## src/rtl/digit_counter.sv

```systemverilog
// digit_counter: cascaded modulo-BASE up/down digit counter with a terminal-count
// output and a sticky wrap flag.
// Optional parallel load: define DIGIT_CNT_LOAD_EN to add the load/load_val ports.
// Without the macro the counter behaves as if load were tied low.
module digit_counter #(
  parameter int unsigned DIGITS = 4,
  parameter int unsigned BASE   = 10,
  parameter int unsigned W      = 4
) (
  input  logic                clk,
  input  logic                rst,
  input  logic                en,
  input  logic                up,
  input  logic                clr,
`ifdef DIGIT_CNT_LOAD_EN
  input  logic                load,
  input  logic [DIGITS*W-1:0] load_val,
`endif
  output logic [DIGITS*W-1:0] cnt,
  output logic                tc,
  output logic                ovf
);

  localparam logic [W-1:0] MaxDig = W'(BASE - 1);

  logic [DIGITS*W-1:0] cnt_q, cnt_d;
  logic                ovf_q, ovf_d;
  logic [DIGITS-1:0]   step;       // digit k moves this cycle (when enabled)
  logic                all_max;
  logic                all_min;
  logic                wrap;       // full-range wrap in the current direction
  logic                load_eff;
  logic [DIGITS*W-1:0] load_clamped;

`ifdef DIGIT_CNT_LOAD_EN
  assign load_eff = load;

  // Clamp each loaded digit into 0..BASE-1.
  always_comb begin
    load_clamped = load_val;
    for (int k = 0; k < int'(DIGITS); k++) begin
      if (load_val[k*W +: W] > MaxDig) begin
        load_clamped[k*W +: W] = MaxDig;
      end
    end
  end
`else
  assign load_eff     = 1'b0;
  assign load_clamped = '0;
`endif

  // Carry/borrow chain: a digit moves when every lower digit is at its rollover value.
  always_comb begin
    logic run_max;
    logic run_min;
    run_max = 1'b1;
    run_min = 1'b1;
    step    = '0;
    for (int k = 0; k < int'(DIGITS); k++) begin
      step[k] = up ? run_max : run_min;
      run_max = run_max & (cnt_q[k*W +: W] == MaxDig);
      run_min = run_min & (cnt_q[k*W +: W] == '0);
    end
    all_max = run_max;
    all_min = run_min;
  end

  assign wrap = up ? all_max : all_min;

  // Next count/flag, priority clr > load > en (rst handled in the register).
  always_comb begin
    cnt_d = cnt_q;
    ovf_d = ovf_q;
    if (clr) begin
      cnt_d = '0;
      ovf_d = 1'b0;
    end else if (load_eff) begin
      cnt_d = load_clamped;
    end else if (en) begin
      for (int k = 0; k < int'(DIGITS); k++) begin
        if (step[k]) begin
          if (up) begin
            cnt_d[k*W +: W] = (cnt_q[k*W +: W] == MaxDig) ? '0 : cnt_q[k*W +: W] + W'(1);
          end else begin
            cnt_d[k*W +: W] = (cnt_q[k*W +: W] == '0) ? MaxDig : cnt_q[k*W +: W] - W'(1);
          end
        end
      end
      ovf_d = ovf_q | wrap;
    end
  end

  // State register with synchronous active-high reset.
  always_ff @(posedge clk) begin
    if (rst) begin
      cnt_q <= '0;
      ovf_q <= 1'b0;
    end else begin
      cnt_q <= cnt_d;
      ovf_q <= ovf_d;
    end
  end

  assign cnt = cnt_q;
  assign ovf = ovf_q;
  // Terminal count only on a cycle that will actually step.
  assign tc  = en & ~rst & ~clr & ~load_eff & wrap;

endmodule
```

## config.mk

```make
export PLATFORM = sky130hd
export DESIGN_NAME = digit_counter
export DESIGN_NICKNAME = d
export VERILOG_FILES = /design/src/rtl/digit_counter.sv
export SDC_FILE = /design/constraint.sdc
export NUM_CORES = 1
export LEC_CHECK = 0
export BUFFER_PORTS_ARGS = -buffer_cell sky130_fd_sc_hd__clkbuf_2
export CORE_UTILIZATION = 25
export CTS_CLUSTER_SIZE = 25
export DETAILED_ROUTE_END_ITERATION = 8
export PLACE_DENSITY = 0.4
export SYNTH_ARGS = -nofsm -noshare
export SYNTH_HDL_FRONTEND = slang
export SYNTH_SLANG_ARGS = --single-unit
export TNS_END_PERCENT = 20
```

## constraint.sdc

```tcl
create_clock -name clk -period 4.58 [get_ports clk]
set_input_delay 0.687 -clock clk [delete_from_list [all_inputs] [get_ports clk]]
set_output_delay 0.687 -clock clk [all_outputs]
set_load 0.005 [all_outputs]
```

==> out/qor.txt <==
YOSYS
------------------------------------------------------------------------------------------
Largest area contributor in the netlist ..................................... sky130_fd_sc_hd__dfxtp_1
Sequential fraction of the synthesis area ...................................        26.0%
Share of synthesized cell area in full adder, half adder and majority cells .           0%
Mapped Area .................................................................  0.00131 mm2
Compound-Gate Fraction of Synth Area ........................................        33.2%
Instance count of the mapped netlist ........................................          178
Proportion of register bits with asynchronous set or reset after synthesis ..           0%
Count of flip-flops with a built-in enable after synthesis ..................            0
Nets in the synthesized netlist .............................................          183
Post-synthesis share of cell area spent on xor and xnor gates ...............        3.35%
Dominant combinational cell family by area after synthesis .................. compound AO/OA/AOI/OAI gates
Share of cell area taken by muxes after synthesis ...........................        1.53%
Synth top area cells ........................................................ sky130_fd_sc_hd__dfxtp_1 26%, sky130_fd_sc_hd__o21ai_0 6.9%, sky130_fd_sc_hd__clkbuf_1 4.3%, sky130_fd_sc_hd__nor2_1 4.3%, sky130_fd_sc_hd__a21oi_1 4.2%
Number of distinct library cells after synthesis ............................           49
Synth Warn # ................................................................            0
Simple-gate portion of the synthesized area .................................        28.7%
Average cell area after synthesis ...........................................     7.35 um2
FF+latch count, synth .......................................................           17
Flip-flop cell with the highest count after synthesis ....................... sky130_fd_sc_hd__dfxtp_1
Top cell type's share of synthesized area ...................................        26.0%

CLOCK TREE
------------------------------------------------------------------------------------------
Clock tree from TritonCTS ...................................................        built
Root buffer cell ............................................................ sky130_fd_sc_hd__clkbuf_8
Cts repair resizes ..........................................................            0
Clock network latency to the later pin of the worst-skew pair ...............       250 ps
Clock edge transition at the registers on the reported setup and hold paths .        70 ps
Number of buffers inserted during clock tree synthesis ......................            3
Setup fix buffers added after clock tree synthesis ..........................            0
Number of hold-repair buffers added at the cts stage ........................            0
Maximum root-to-sink buffer count ...........................................            2
Number of levels in the clock H-tree ........................................            1
Number of sinks driven by the clock tree ....................................           17

PLACED DESIGN
------------------------------------------------------------------------------------------
Total of buffers placed on input and output ports ...........................           22
Placed cell count ...........................................................          247
Gpl congestion ..............................................................        0.760
Half-perimeter wire length of the detailed placement result .................      2.28 mm

SETUP PATH
------------------------------------------------------------------------------------------
Crit Reg-Reg Endpoint .......................................................      cnt[10]
Cell with the largest stage delay on the worst path ......................... sky130_fd_sc_hd__clkbuf_2
Largest fanout of any net on the critical path ..............................           39
Arrival time of data at the critical path endpoint ..........................      2420 ps
CP required .................................................................      3890 ps
CP startpoint kind ..........................................................    input pin
CP cell instances ........................................................... clkbuf_2 -> and3_1 -> o211ai_2 -> nor4_1 -> and2_1 -> clkbuf_2
Reg-to-reg startpoint .......................................................       cnt[0]
Worst stage delay on the critical path ......................................       530 ps
Cells on worst reg2reg path .................................................            4
Critical path capture point type ............................................ primary output
Critical path buffers and inverters .........................................            2
Family of cells with the greatest summed delay on the critical path ......... simple AND/OR/NAND/NOR gates
Category of the most critical setup path .................................... input pin to primary output
Most common cell type on the critical path .................................. sky130_fd_sc_hd__clkbuf_2
Setup slack of the most critical reg-to-reg path ............................      2710 ps

STA
------------------------------------------------------------------------------------------
Setup total negative slack ..................................................         0 ps
Achievable clock frequency ..................................................    0.322 GHz
Setup Skew ..................................................................      1.87 ps
Final hold vios .............................................................            0
# setup viols final .........................................................            0
Final Max Tran Viols ........................................................            0
Final critical path time including I/O delays and setup .....................      3110 ps
Worst-case headroom to the max-slew limit ...................................        53.7%
Share of the cycle needed by the critical path after routing ................        67.8%
Unrepaired setup endpoints after global routing .............................           no
Worst-Margin Slew ...........................................................       694 ps

DETAILED ROUTING
------------------------------------------------------------------------------------------
Router iterations before antenna repair .....................................            4
DR vias/cell ................................................................         5.45
Routed Wire Length ..........................................................      3.40 mm
Total DRC errors in the routed layout .......................................            0
Average routed wire per standard cell .......................................      13.5 um
Via total after detailed routing ............................................        1,368
DRT iter0 DRCs ..............................................................          128
Post-route antenna net violation count ......................................            0

GRT
------------------------------------------------------------------------------------------
GRT Util Overall ............................................................        13.0%
Largest net degree at the start of global routing ...........................           40
Antenna violations before repair ............................................            0
Number of global-route vias before repair ...................................        1,164
Wire length of the first global-routing pass ................................      5.62 mm
Final global-route overflow total ...........................................            0

RUN
------------------------------------------------------------------------------------------
Max-cap violations ..........................................................            0

FLOORPLAN
------------------------------------------------------------------------------------------
Standard-cell rows ..........................................................           25
Area inside the core boundary ...............................................  0.00488 mm2
Initial Utilization .........................................................        26.8%
Vert. Die Dim ...............................................................      74.4 um
Io pins .....................................................................           23
Die X .......................................................................      74.4 um
Total die area ..............................................................  0.00553 mm2

FINAL LAYOUT
------------------------------------------------------------------------------------------
Share of final-layout standard cells stronger than drive strength 1 .........        18.5%
Net count of the finished layout ............................................          190
Highest-count cells in the layout ignoring fill and taps .................... 22 x sky130_fd_sc_hd__clkbuf_2, 18 x sky130_fd_sc_hd__o21ai_0, 17 x sky130_fd_sc_hd__dfxtp_1
Area growth from synthesis to final layout ..................................        12.1%
Finished Layout Cells .......................................................          251
Most frequent standard cell in the layout excluding fill and tap cells ...... sky130_fd_sc_hd__clkbuf_2
Number of inserted diodes ...................................................            0

PWR
------------------------------------------------------------------------------------------
P_sw ........................................................................  0.0000916 W
Combinational share of power ................................................        15.2%
Leakage dissipation .........................................................     0.516 nW
Clock group share of total power ............................................        36.0%
Switching share of power ....................................................        28.2%
Reg power frac ..............................................................        48.8%
Highest ir drop seen on vdd .................................................    0.0821 mV
Power density cells .........................................................   221 mW/mm2
Cell-internal power .........................................................   0.000233 W

HOLD PATH
------------------------------------------------------------------------------------------
Source of the worst hold timing path ........................................          ovf
Sink of the worst hold path .................................................          ovf
Worst hold path type ........................................................ flip-flop to flip-flop
Cell depth of the worst min-delay path ......................................            1

RUN STATUS
------------------------------------------------------------------------------------------
Result of the run ........................................................... finished, final reports clean

==> cell families after synthesis <==
group | after synthesis
multiplexers | 2
AO/OA/AOI/OAI | 65
buffers and inverters | 24
AND/OR/NAND/NOR | 65
flip-flops | 17
XOR/XNOR | 5
==> Yosys cell counts, types with 5 or more instances <==
library cell / number
sky130_fd_sc_hd__nor3_1: 6
sky130_fd_sc_hd__and2_1: 5
sky130_fd_sc_hd__nand2_1: 5
sky130_fd_sc_hd__dfxtp_1: 17
sky130_fd_sc_hd__nor2_1: 15
sky130_fd_sc_hd__a21oi_1: 11
sky130_fd_sc_hd__a31oi_1: 5
sky130_fd_sc_hd__o21ai_0: 18
sky130_fd_sc_hd__clkbuf_1: 15
==> power by group through the flow <==
| stage | combinational (W) | sequential (W) | clock, W |
|---|---|---|---|
| 2_1_floorplan | 0.0000422 | 0.000157 | 0 |
| 3_3_place_gp | 0.0000484 | 0.000162 | 0 |
| 3_5_place_dp | 0.0000491 | 0.000162 | 0 |
| 4_1_cts | 0.0000493 | 0.000158 | 0.000122 |
| 5_1_grt | 0.0000558 | 0.000159 | 0.000129 |
| 6_report | 0.0000494 | 0.000158 | 0.000117 |
==> flip-flops by register name, indices dropped and copies added, names as in the netlist <==
name	flops
cnt	16
ovf	1
==> cell type report <==
class,count,area [um2]
tap,67,83.8
fill,547,3410
inverter,4,15.0
timing repair buffer,22,110
multi-input combinational,137,873
clock buffer,4,45.0
sequential,17,340
==> how the worst max path moves through the flow <==
stage	to	cells past startpoint	start	slack, ps
after floorplan	tc	5	up	2160
after global routing	tc	6	up	1240
after CTS	tc	6	up	1450
after detailed placement	tc	6	up	1450
after global placement	tc	6	up	1520
final	tc	6	up	1470
==> per-stage QoR <==
stage	power (W)	area [um2]	setup WS (ps)	hold slack [ps]	util (%)
2_1_floorplan	0.000199	1310	2160	465	-
3_3_place_gp	0.000210	1420	1520	457	29.2
3_5_place_dp	0.000211	1420	1450	453	29.2
4_1_cts	0.000329	1470	1450	471	30.1
5_1_grt	0.000344	1470	1240	496	30.1
6_report	0.000324	1470	1470	468	30.1
==> per-layer routing <==
metal  global-route usage (%)  vias up  routed length [um]
li1                         -      674                   -
met1                     17.9      660                1650
met2                     20.2       30                1590
met3                     2.03        4                 116
met4                     5.24        0                  49
met5                        0        -                   0
Note: power is estimated with default switching activity, not from simulation.
